$ cat src/rtl/id_ex_stage_pkg.sv
// Shared ALU opcodes, operand-select encodings and ID/EX register layout.
// Latency: n/a (types and constants only).
// Backpressure: n/a.
package id_ex_stage_pkg;

    localparam int ALU_SELECTION_WIDTH = 4;

    // ALU operation codes as decoded by ID and consumed by the ALU
    localparam logic [ALU_SELECTION_WIDTH-1:0] ALU_ADD  = 4'd0;
    localparam logic [ALU_SELECTION_WIDTH-1:0] ALU_SUB  = 4'd1;
    localparam logic [ALU_SELECTION_WIDTH-1:0] ALU_AND  = 4'd2;
    localparam logic [ALU_SELECTION_WIDTH-1:0] ALU_OR   = 4'd3;
    localparam logic [ALU_SELECTION_WIDTH-1:0] ALU_XOR  = 4'd4;
    localparam logic [ALU_SELECTION_WIDTH-1:0] ALU_NOR  = 4'd5;
    localparam logic [ALU_SELECTION_WIDTH-1:0] ALU_SLT  = 4'd6;
    localparam logic [ALU_SELECTION_WIDTH-1:0] ALU_SLTU = 4'd7;
    localparam logic [ALU_SELECTION_WIDTH-1:0] ALU_SLL  = 4'd8;
    localparam logic [ALU_SELECTION_WIDTH-1:0] ALU_SRL  = 4'd9;
    localparam logic [ALU_SELECTION_WIDTH-1:0] ALU_SRA  = 4'd10;

    // ALU a-operand select
    localparam logic A_SEL_RS    = 1'b0;
    localparam logic A_SEL_SHAMT = 1'b1;

    // ALU b-operand select
    localparam logic [1:0] B_SEL_RT   = 2'd0;
    localparam logic [1:0] B_SEL_SIMM = 2'd1;
    localparam logic [1:0] B_SEL_ZIMM = 2'd2;
    localparam logic [1:0] B_SEL_UIMM = 2'd3;

    // Hard-wired zero register: never a forwarding target
    localparam logic [4:0] REG_ZERO = 5'd0;

    // Contents of the ID/EX register, excluding the parameterised ALU op
    typedef struct packed {
        logic        valid;
        logic        reg_write;
        logic        mem_read;
        logic        mem_write;
        logic [4:0]  rd;
        logic [4:0]  rs;
        logic [4:0]  rt;
        logic [31:0] rs_data;
        logic [31:0] rt_data;
        logic [15:0] imm;
        logic [4:0]  shamt;
        logic        a_sel;
        logic [1:0]  b_sel;
    } ex_regs_t;

endpackage

$ cat src/rtl/id_ex_stage_fwd.sv
// Operand forwarding mux: newest in-flight result for one source register.
// Latency: combinational.
// Backpressure: none; EX/MEM wins over MEM/WB, register 0 never forwarded.
module fwd_mux
    import id_ex_stage_pkg::*;
(
    input  logic [4:0]  reg_num,
    input  logic [31:0] stored_data,
    input  logic        mem_reg_write,
    input  logic [4:0]  mem_rd,
    input  logic [31:0] mem_result,
    input  logic        wb_reg_write,
    input  logic [4:0]  wb_rd,
    input  logic [31:0] wb_result,
    output logic [31:0] fwd_data
);

    // Pick the youngest producer of reg_num, else the value read in ID
    always_comb begin
        fwd_data = stored_data;
        if (reg_num != REG_ZERO) begin
            if (mem_reg_write && (mem_rd == reg_num)) begin
                fwd_data = mem_result;
            end else if (wb_reg_write && (wb_rd == reg_num)) begin
                fwd_data = wb_result;
            end
        end
    end

endmodule

$ cat src/rtl/id_ex_stage.sv
// ID/EX pipeline register with operand forwarding and load-use detection.
// Latency: one cycle ID->EX register; ALU operands combinational from it.
// Backpressure: stall holds (refreshing rs/rt data), flush loads a bubble.
module id_ex_stage
    import id_ex_stage_pkg::*;
#(
    parameter int SEL_W = ALU_SELECTION_WIDTH
) (
    input  logic             clk,
    input  logic             rst,
    input  logic             id_valid,
    input  logic [31:0]      id_rs_data,
    input  logic [31:0]      id_rt_data,
    input  logic [4:0]       id_rs,
    input  logic [4:0]       id_rt,
    input  logic [4:0]       id_rd,
    input  logic [15:0]      id_imm,
    input  logic [4:0]       id_shamt,
    input  logic [SEL_W-1:0] id_alu_s,
    input  logic             id_a_sel,
    input  logic [1:0]       id_b_sel,
    input  logic             id_reg_write,
    input  logic             id_mem_read,
    input  logic             id_mem_write,
    input  logic             stall,
    input  logic             flush,
    input  logic             mem_reg_write,
    input  logic [4:0]       mem_rd,
    input  logic [31:0]      mem_result,
    input  logic             wb_reg_write,
    input  logic [4:0]       wb_rd,
    input  logic [31:0]      wb_result,
    output logic [31:0]      alu_a,
    output logic [31:0]      alu_b,
    output logic [SEL_W-1:0] alu_s,
    output logic             ex_valid,
    output logic             ex_reg_write,
    output logic             ex_mem_read,
    output logic             ex_mem_write,
    output logic [4:0]       ex_rd,
    output logic [31:0]      ex_store_data,
    output logic             load_use_stall
);

    ex_regs_t         ex_q;
    ex_regs_t         ex_d;
    logic [SEL_W-1:0] alu_s_q;
    logic [31:0]      rs_fwd;
    logic [31:0]      rt_fwd;

    // Next register contents from ID; control is squashed for non-instructions
    always_comb begin
        ex_d           = '0;
        ex_d.valid     = id_valid;
        ex_d.reg_write = id_valid & id_reg_write;
        ex_d.mem_read  = id_valid & id_mem_read;
        ex_d.mem_write = id_valid & id_mem_write;
        ex_d.rd        = id_rd;
        ex_d.rs        = id_rs;
        ex_d.rt        = id_rt;
        ex_d.rs_data   = id_rs_data;
        ex_d.rt_data   = id_rt_data;
        ex_d.imm       = id_imm;
        ex_d.shamt     = id_shamt;
        ex_d.a_sel     = id_a_sel;
        ex_d.b_sel     = id_b_sel;
    end

    // Reset beats flush beats stall; a held stage absorbs retiring results
    always_ff @(posedge clk) begin
        if (!rst || flush) begin
            ex_q    <= '0;
            alu_s_q <= '0;
        end else if (stall) begin
            ex_q.rs_data <= rs_fwd;
            ex_q.rt_data <= rt_fwd;
        end else begin
            ex_q    <= ex_d;
            alu_s_q <= id_alu_s;
        end
    end

    fwd_mux u_fwd_rs (
        .reg_num       (ex_q.rs),
        .stored_data   (ex_q.rs_data),
        .mem_reg_write (mem_reg_write),
        .mem_rd        (mem_rd),
        .mem_result    (mem_result),
        .wb_reg_write  (wb_reg_write),
        .wb_rd         (wb_rd),
        .wb_result     (wb_result),
        .fwd_data      (rs_fwd)
    );

    fwd_mux u_fwd_rt (
        .reg_num       (ex_q.rt),
        .stored_data   (ex_q.rt_data),
        .mem_reg_write (mem_reg_write),
        .mem_rd        (mem_rd),
        .mem_result    (mem_result),
        .wb_reg_write  (wb_reg_write),
        .wb_rd         (wb_rd),
        .wb_result     (wb_result),
        .fwd_data      (rt_fwd)
    );

    // ALU operand selection; shift amount rides on a, the shifted value on b
    always_comb begin
        alu_a = (ex_q.a_sel == A_SEL_SHAMT) ? {27'd0, ex_q.shamt} : rs_fwd;
        alu_b = rt_fwd;
        case (ex_q.b_sel)
            B_SEL_RT:   alu_b = rt_fwd;
            B_SEL_SIMM: alu_b = {{16{ex_q.imm[15]}}, ex_q.imm};
            B_SEL_ZIMM: alu_b = {16'd0, ex_q.imm};
            B_SEL_UIMM: alu_b = {ex_q.imm, 16'd0};
            default:    alu_b = rt_fwd;
        endcase
    end

    // A load in EX whose target is read by the instruction in ID must wait
    always_comb begin
        load_use_stall = ex_q.valid && ex_q.mem_read && (ex_q.rd != REG_ZERO) &&
                         id_valid && ((ex_q.rd == id_rs) || (ex_q.rd == id_rt));
    end

    assign alu_s         = alu_s_q;
    assign ex_valid      = ex_q.valid;
    assign ex_reg_write  = ex_q.reg_write;
    assign ex_mem_read   = ex_q.mem_read;
    assign ex_mem_write  = ex_q.mem_write;
    assign ex_rd         = ex_q.rd;
    assign ex_store_data = rt_fwd;

endmodule

$ cat config.mk
export PLATFORM = sky130hd
export DESIGN_NAME = id_ex_stage
export DESIGN_NICKNAME = d
export VERILOG_FILES = /design/src/rtl/id_ex_stage_pkg.sv /design/src/rtl/id_ex_stage_fwd.sv /design/src/rtl/id_ex_stage.sv
export SDC_FILE = /design/constraint.sdc
export NUM_CORES = 1
export LEC_CHECK = 0
export CAP_MARGIN = 20
export CORE_MARGIN = 2
export CORE_UTILIZATION = 38
export DETAILED_ROUTE_END_ITERATION = 8
export HOLD_SLACK_MARGIN = 0.06
export PLACE_DENSITY = 0.78
export SYNTH_ARGS = -nofsm -noshare
export SYNTH_HDL_FRONTEND = slang
export SYNTH_SLANG_ARGS = --single-unit
export TNS_END_PERCENT = 10
$ cat constraint.sdc
create_clock -name clk -period 3.2 [get_ports clk]
set_input_delay 0.96 -clock clk [delete_from_list [all_inputs] [get_ports clk]]
set_output_delay 0.96 -clock clk [all_outputs]
set_load 0.1 [all_outputs]
Word-level counts from Yosys, hierarchy flattened
Index checks and enable logic that the tools add are counted.

word-level totals
  register bits = 111
  input bits = 191
  output and inout port bits = 110
  word-level logic and storage cells = 50

cells by class
  equality and inequality tests = 9
  muxes and demuxes = 9
  bitwise logic cells = 3
  reduce and logical (&&, ||, !) cells = 15

operators with widths
  operator            count
  $mux 32             7
  $pmux 32 s4         1
  $mux 64             1
  $eq 5x5->1          6
  $reduce_bool 5->1   3
  $logic_and 1x1->1   8
  $eq 2x2->1 const B  2
  $and 1x1->1         3
  $eq 2x1->1 const B  1
  $logic_not 2->1     1
  $logic_or 1x1->1    2
  $logic_not 1->1     1

Logic depth before layout (Yosys ltp)
  depth after elaboration = 6
  mapped depth = 9
  gate-level depth less buffers = 6

Modules after synthesis
From an unflattened synthesis, not the netlist that was laid out.

second synthesis, totals
  cells, all modules = 724
  area total of the unflattened synthesis = 6759.0 um^2

by module, submodules not included
  module       times used  cells each  area an instance (um^2)  seq. area each (um^2)
  id_ex_stage  1           528         4914.7                   2222.1
  fwd_mux      2           98          922.1                    0.0

Least setup slack after synthesis
OpenSTA, ideal clock, no wires.

  path kind = input to output
  start point = in wb_rd[3]
  end point = out alu_b[31]
  data arrival time = 4.323 ns
  data required time = 2.240 ns
  slack = -2.083 ns
  stages on the path = 6
  buffers on the path = 1
  path through = xor2_1 -> nor4_4 -> o211a_1 -> buf_4 -> a31oi_1 -> a221oi_1

between the ends
  cells in the longest elaborated chain, start to end = 6

ends and longest elaborated chain
  what                RTL line               text
  start: declaration  id_ex_stage.sv:31      input logic [4:0] wb_rd,
  $eq 5x5->1          id_ex_stage_fwd.sv:24  end else if (wb_reg_write && (wb_rd == reg_num)) begin
  $logic_and 1x1->1   id_ex_stage_fwd.sv:24
  $mux 32             id_ex_stage_fwd.sv:24
  $mux 32             id_ex_stage_fwd.sv:22  if (mem_reg_write && (mem_rd == reg_num)) begin
  $mux 32             id_ex_stage_fwd.sv:21  if (reg_num != REG_ZERO) begin
  $pmux 32 s4         id_ex_stage.sv:111     case (ex_q.b_sel)
  end: declaration    id_ex_stage.sv:34      output logic [31:0] alu_b,

No other way between the ends.

Worst setup path after layout
  start point = in wb_rd[0]
  end point = out alu_b[6]

The elaborated chain is that of the path after synthesis.

==> impl_metrics.tcl <==
set metrics [dict create \
    placed_cells 1429 \
    slew_headroom_pct 29.59 \
    die_w_um 135.2 \
    finalPower_w 0.004551 \
    post_drt_wl_per_cell_um 23.05 \
    peakVddDrop_mv 0.2820 \
    clock_skew_ps 8.146 \
    io_pins 301 \
    die_area_sq_um 18280 \
    reg2regPathDepth 10 \
    cap_violations 0 \
    nFillCells 861 \
    yosys_warnings 0 \
    portBuffers 300 \
    syn-num-nets 1063 \
    routabilityCongestion 0.8922 \
    grt_max_degree 115 \
    row_count 47 \
    clock_latency_ps 380 \
    hpwl_mm 21.67 \
    p_leak_nw 5.324 \
    fmax_ghz 0.2615 \
    synthFlopType "dfxtp_1" \
    comb_power_share_pct 41.6 \
    tightest_slew_ps 1056 \
    synth_cell_types 46 \
    stdcell_count 1449 \
    post_drt_via_cell_ratio 5.848 \
    status "complete, but fails checks" \
    routed_wl_mm 33.40 \
    vias 8474 \
    fin_nets 1414 \
    route.detailed.drc 0 \
    syn2layout_area_growth_pct 116.7 \
    switching_share_pct 39.45 \
    final_core_util_pct 84.86 \
    cts_root_buf "clkbuf_16" \
    r2r_start "ex_q[88]$_SDFFE_PP0N_" \
    worstSetupStartpointType "input port" \
    drv_slew 0 \
    violations "setup timing" \
    grt_first_pass_wirelength_mm 49.69 \
    end_kind "primary output" \
    antenna_found_initial 0 \
    drt_iter0_drc 587 \
    synth_area_sq_um 6541 \
    ys_seq_area_share_pct 33.97 \
    clkSlewWorstSetupHoldPaths_ps 80 \
    grt_pass1_vias 8817 \
    hp-start "ex_q[58]$_SDFF_PP0_" \
    coreArea_sq_um 16700 \
    dpl_worst_slack_ps -1237 \
    cts_htree_levels 3 \
    async_flop_share_pct 0 \
    clkPwrFrac_pct 25.8 \
    synth.avg_cell_area_sq_um 7.501 \
    setup_violations 97 \
    setup_slack_ps -624.5 \
    worstPathRequired_ps 2240 \
    overflow 0 \
    numCtsBuffers 9 \
    synth_edf_count 0 \
    drtPass1Iterations 7 \
    hold_ws_ps 481.5 \
    cp-startpoint "wb_rd[0]" \
    period_needed_ps 3825 \
    whs_endpoint "ex_q[58]$_SDFF_PP0_" \
    r2r_end "ex_q[37]$_SDFF_PP0_" \
    grtUsageTotal_pct 35.15 \
    worstSetupPathType "input port to primary output" \
    p_sw_w 0.001795 \
    netlist_instances 872 \
    cts_buffer_depth 2 \
    power_density_nw_per_um2 321.1 \
    die_y_um 135.2 \
    holdPathStages 2 \
    p_seq_share_pct 32.6 \
    drive_gt1_share_pct 39.50 \
    reg2reg_slack_ps 740 \
    initial_core_util_pct 39.17 \
    hold_violations 0 \
    hold_buffers 0 \
    path_max_fanout 6 \
    antenna_left 0 \
    hp-class "flip-flop to flip-flop" \
    ys_seq_elements 111 \
    worstPathArrival_ps 2860 \
    rsz0062_at_grt "yes" \
    cts_tree "built" \
    finalCritPeriodShare_pct 119.5 \
    cts.sinks 111 \
    p_int_w 0.002756 \
]
[what timing repair did]
| action | CTS | global route |
|---|---|---|
| gates resized for setup | 282 | 33 |
| buffers inserted | 12 | 8 |
| gates cloned | 8 | 2 |
| endpoints found under the setup margin | 97 | 97 |
| pin swaps | 119 | 27 |
[synth_stat cells, types with 4 or more instances]
cell	instances	area (sq um)
a211oi_1	12	90.09
a211oi_2	6	75.07
a21oi_1	68	340.3
a2bb2oi_1	12	105.1
a31oi_1	79	494.2
a32oi_1	12	105.1
and2_1	16	100.1
and3_1	33	206.5
buf_1	4	15.01
buf_2	10	50.05
buf_4	6	45.04
buf_6	4	45.04
clkbuf_1	60	225.2
dfxtp_1	111	2222
inv_1	21	78.83
mux2i_1	43	430.4
nand2_1	102	382.9
nand3_1	6	30.03
nor2_1	68	255.2
nor2b_1	10	62.56
o21ai_0	99	495.5
o21ai_1	9	45.04
o22ai_1	18	112.6
xnor2_1	12	105.1
xor2_1	18	157.7
[per-stage QoR]
stage,instance area (sq um),setup TNS [ps]
global route,14170,-55430
global placement,12330,-95580
detailed placement,12330,-101470
CTS,13990,-44360
finish,14170,-48980
floorplan,7447,-41890
[worst max-delay path: stages]
cell	delay, ps
buf_8	110
xor2_4	150
nor4_4	310
buf_4	190
a22oi_2	60
or2_4	330
buf_12	170
a21oi_4	250
o21ai_4	120
buf_12	210
[metal layers]
layer / wire length (um) / global-route usage, % / up-vias
met5: 0 / 0 / -
met1: 12960 / 42.29 / 4100
met3: 2487 / 7.819 / 109
li1: - / - / 3862
met2: 16310 / 59.42 / 403
met4: 1643 / 17.13 / 0
[placed cells by master, fill, tap and decap left out, types with 4 or more instances in the layout]
master and n:
clkdlybuf4s50_1 177, buf_12 112, dfxtp_1 109, buf_4 100
nand2_1 95, o21ai_0 80, nor2_1 67, a21oi_4 52
a31oi_1 49, mux2i_1 43, and3_1 32, a31oi_4 22
buf_6 20, inv_2 19, o22ai_4 18, o21ai_4 16
and2_1 14, xor2_1 14, a2bb2oi_4 12, a211oi_1 12
clkbuf_16 12, a21oi_2 11, o21ai_2 10, a32oi_4 10
nor2b_1 9, a21oi_1 8, a31oi_2 8, xnor2_1 7
nand3_1 6, a211oi_2 6, buf_16 5, nand2_2 4
buf_8 4
[registers in the layout, indices dropped and copies added (netlist names)]
| signal | cells |
|---|---|
| ex_rd | 5 |
| ex_reg_write | 1 |
| ex_mem_write | 1 |
| ex_mem_read | 1 |
| alu_s | 4 |
| ex_q | 98 |
| ex_valid | 1 |
[power by group through the flow]
stage	sequential (W)	clock, W	combinational, W
after floorplan	0.00151	0	0.000960
after global placement	0.00150	0	0.00169
after detailed placement	0.00151	0	0.00171
after global routing	0.00149	0.00123	0.00195
final	0.00149	0.00117	0.00189
after CTS	0.00148	0.00116	0.00184
[cell families after synthesis]
family | Yosys count | share of synthesized area (%)
simple gates | 250 | 17.52
mux | 43 | 6.580
xor+xnor | 30 | 4.017
buf+inv | 107 | 7.154
compound gates | 331 | 30.76
flops | 111 | 33.97
[final cells by class]
cell class	instances	area, sq um	area share (%)
timing repair buffer	425	5300	37.40
clock inverter	7	62.56	0.4414
sequential	111	2227	15.71
inverter	22	82.58	0.5827
antenna	1	2.502	0.01766
tap	220	275.3	1.942
multi-input combinational	654	5997	42.31
clock buffer	9	225.2	1.589
[how the worst max path moves through the flow]
stage	endpoint	cells after the start
after CTS	alu_b[21]	10
after detailed placement	alu_b[11]	10
final	alu_b[6]	10
after global routing	alu_b[6]	10
after floorplan	alu_b[31]	6
after global placement	alu_b[11]	10
Power figures use the tool's default switching activity.
==> variant: new RTL, same flow settings <==
The package constant `ALU_SELECTION_WIDTH` goes from 4 to 5.
--- a/src/rtl/id_ex_stage_pkg.sv
+++ b/src/rtl/id_ex_stage_pkg.sv
@@ -3,7 +3,7 @@
 // Backpressure: n/a.
 package id_ex_stage_pkg;
 
-    localparam int ALU_SELECTION_WIDTH = 4;
+    localparam int ALU_SELECTION_WIDTH = 5;
 
     // ALU operation codes as decoded by ID and consumed by the ALU
     localparam logic [ALU_SELECTION_WIDTH-1:0] ALU_ADD  = 4'd0;
Interface: changed (resized alu_s and id_alu_s); port bits go from 301 to 303. No check against the original RTL was run, so the function may have changed too.
==> variant against the original RTL <==
- sequential cell count rose by 1
- critical endpoint is now alu_b[18]
- cell area fell by 3.0%
- total power fell by 3.2%
- the run still ends with setup timing left
- sequential power barely moved
- critical path type is now reg -> out
- register-to-register slack got worse by 0.04 ns
- cell count rose by 0.69%
- routed wire length fell by 1.3%
- setup slack got worse by 0.055 ns
- synthesized area rose by 2.2%
==> variant: results <==
[routing]
drt_iter0_drc = 652
dr_total_vias = 8276
via_per_inst = 5.67
firstDrtPassIters = 5
drt-total-wl_mm = 33.0

[timing]
skew_ns = 0.00858
tns_ns = -52.58
timing.slew.headroom_pct = 34.4
setup_violations = 97
setup_ws_ns = -0.680

[global_routing]
grt_use_total_pct = 33.3
grt_max_degree = 70
antenna_found_initial = 5
grt_pass1_wl_mm = 47.0

[synthesis]
synthArstFlopShare_pct = 0
syn_inst = 832
syn_nets = 1024
synth_cell_types = 44
yosysWarnings = 0
synth_ff_type = dfxtp_1
synth_seq_area_share_pct = 33.5
synth_commonest_cells = 112 x dfxtp_1, 106 x nor2_1, 84 x o21ai_0
synthTopCellsByArea = dfxtp_1 34%, mux2i_1 9.6%, o21ai_0 6.3%

[cells_and_area]
largest_reg_flops = 98
drive_gt1_share_pct = 43.2
largest-register = ex_q

[setup_path]
start_kind = register
critPathTopFamily = simple AND/OR/NAND/NOR gates
cp_data_arrival_time_ns = 2.92
slowest_stage = or4_4
cpPeakStageDelay_ns = 0.54
cp_max_fo = 15
r2r_slack_ns = 0.70

[status]
outcome = complete, but fails checks
violations = setup timing

[cts]
cts_root_buf = clkbuf_16
clk_pin_slew_ns = 0.07
htreeDepth = 3
worstSkewPairLatency_ns = 0.37
cts_buffers = 9
cts_buffer_depth = 2

[placed_design]
port_buffers = 302
place_inst = 1417
gp_congestion = 0.930
hpwlAfterDp_mm = 22.7

[pwr]
internal_power_mw = 2.78
ir_worst_vdd_mv = 0.271
p_leak_nw = 5.32
variant: worst paths after layout:
| kind | startpoint | to | cells after the start |
|---|---|---|---|
| max reg2reg | ex_q[88] | ex_q[41] | 10 |
| min | ex_q[39] | ex_q[39] | 2 |
| max | ex_q[88] | alu_b[18] | 10 |
| min reg2reg | ex_q[39] | ex_q[39] | 2 |
variant: worst reg2reg max path: stages, from the launching register on:
cell	delay (ns)
dfxtp_1	0.32
or4_4	0.54
nor2_4	0.22
buf_12	0.16
nor3_4	0.04
or2_4	0.30
buf_16	0.17
buf_4	0.14
o221a_4	0.30
buf_4	0.15
a21oi_2	0.11
variant: final cells by class:
| class | instances | area, sq um |
|---|---|---|
| Tap cell | 225 | 282 |
| Multi-Input combinational cell | 603 | 5350 |
| Antenna cell | 6 | 15.0 |
| Sequential cell | 112 | 2240 |
| Clock inverter | 3 | 18.8 |
| Clock buffer | 12 | 246 |
| Inverter | 40 | 150 |
| Timing Repair Buffer | 458 | 5440 |
| Fill cell | 996 | 3500 |
variant: timing repair:
item / 4_1_cts / 5_1_grt
setup endpoints to repair: 97 / 97
gates resized for setup: 204 / 64
pin swaps: 40 / 47
cloned: 4 / 0
endpoints found under the hold margin: 0 / 0
setup buffers: 11 / 9
variant: power groups by stage:
| stage | registers [mW] | clock network (mW) | logic (mW) |
|---|---|---|---|
| 2_1_floorplan | 1.53 | 0 | 0.885 |
| 3_3_place_gp | 1.51 | 0 | 1.63 |
| 3_5_place_dp | 1.51 | 0 | 1.64 |
| 4_1_cts | 1.49 | 1.09 | 1.75 |
| 5_1_grt | 1.50 | 1.15 | 1.88 |
| 6_report | 1.49 | 1.09 | 1.82 |
variant: cell families after synthesis:
logic type | share of synthesized area [%]
and+or+nand+nor | 15.4
AOI/OAI and AO/OA | 30.1
DFF | 33.5
xor gates and xnor gates | 3.93
buffers and inverters | 7.41
muxes | 9.58
variant: stage by stage:
step                      setup slack (ns)  hold WS (ns)  total power, mW  area, sq um  utilization, %
after detailed placement             -1.29         0.469             3.16        12200            70.8
after floorplan                     -0.982         0.449             2.41         7210               -
after global placement               -1.31         0.465             3.14        12200            70.8
final                               -0.680         0.494             4.40        13700            79.7
after CTS                           -0.632         0.485             4.33        13300            77.3
after global routing                -0.714         0.505             4.52        13700            79.7
variant: metal layers:
layer	up-vias	wire (microns)	GRT usage, %
met5	-	0	0
met4	0	1840	17.6
met3	118	2890	8.70
met2	472	16400	58.5
met1	3953	11900	36.6
li1	3733	-	-
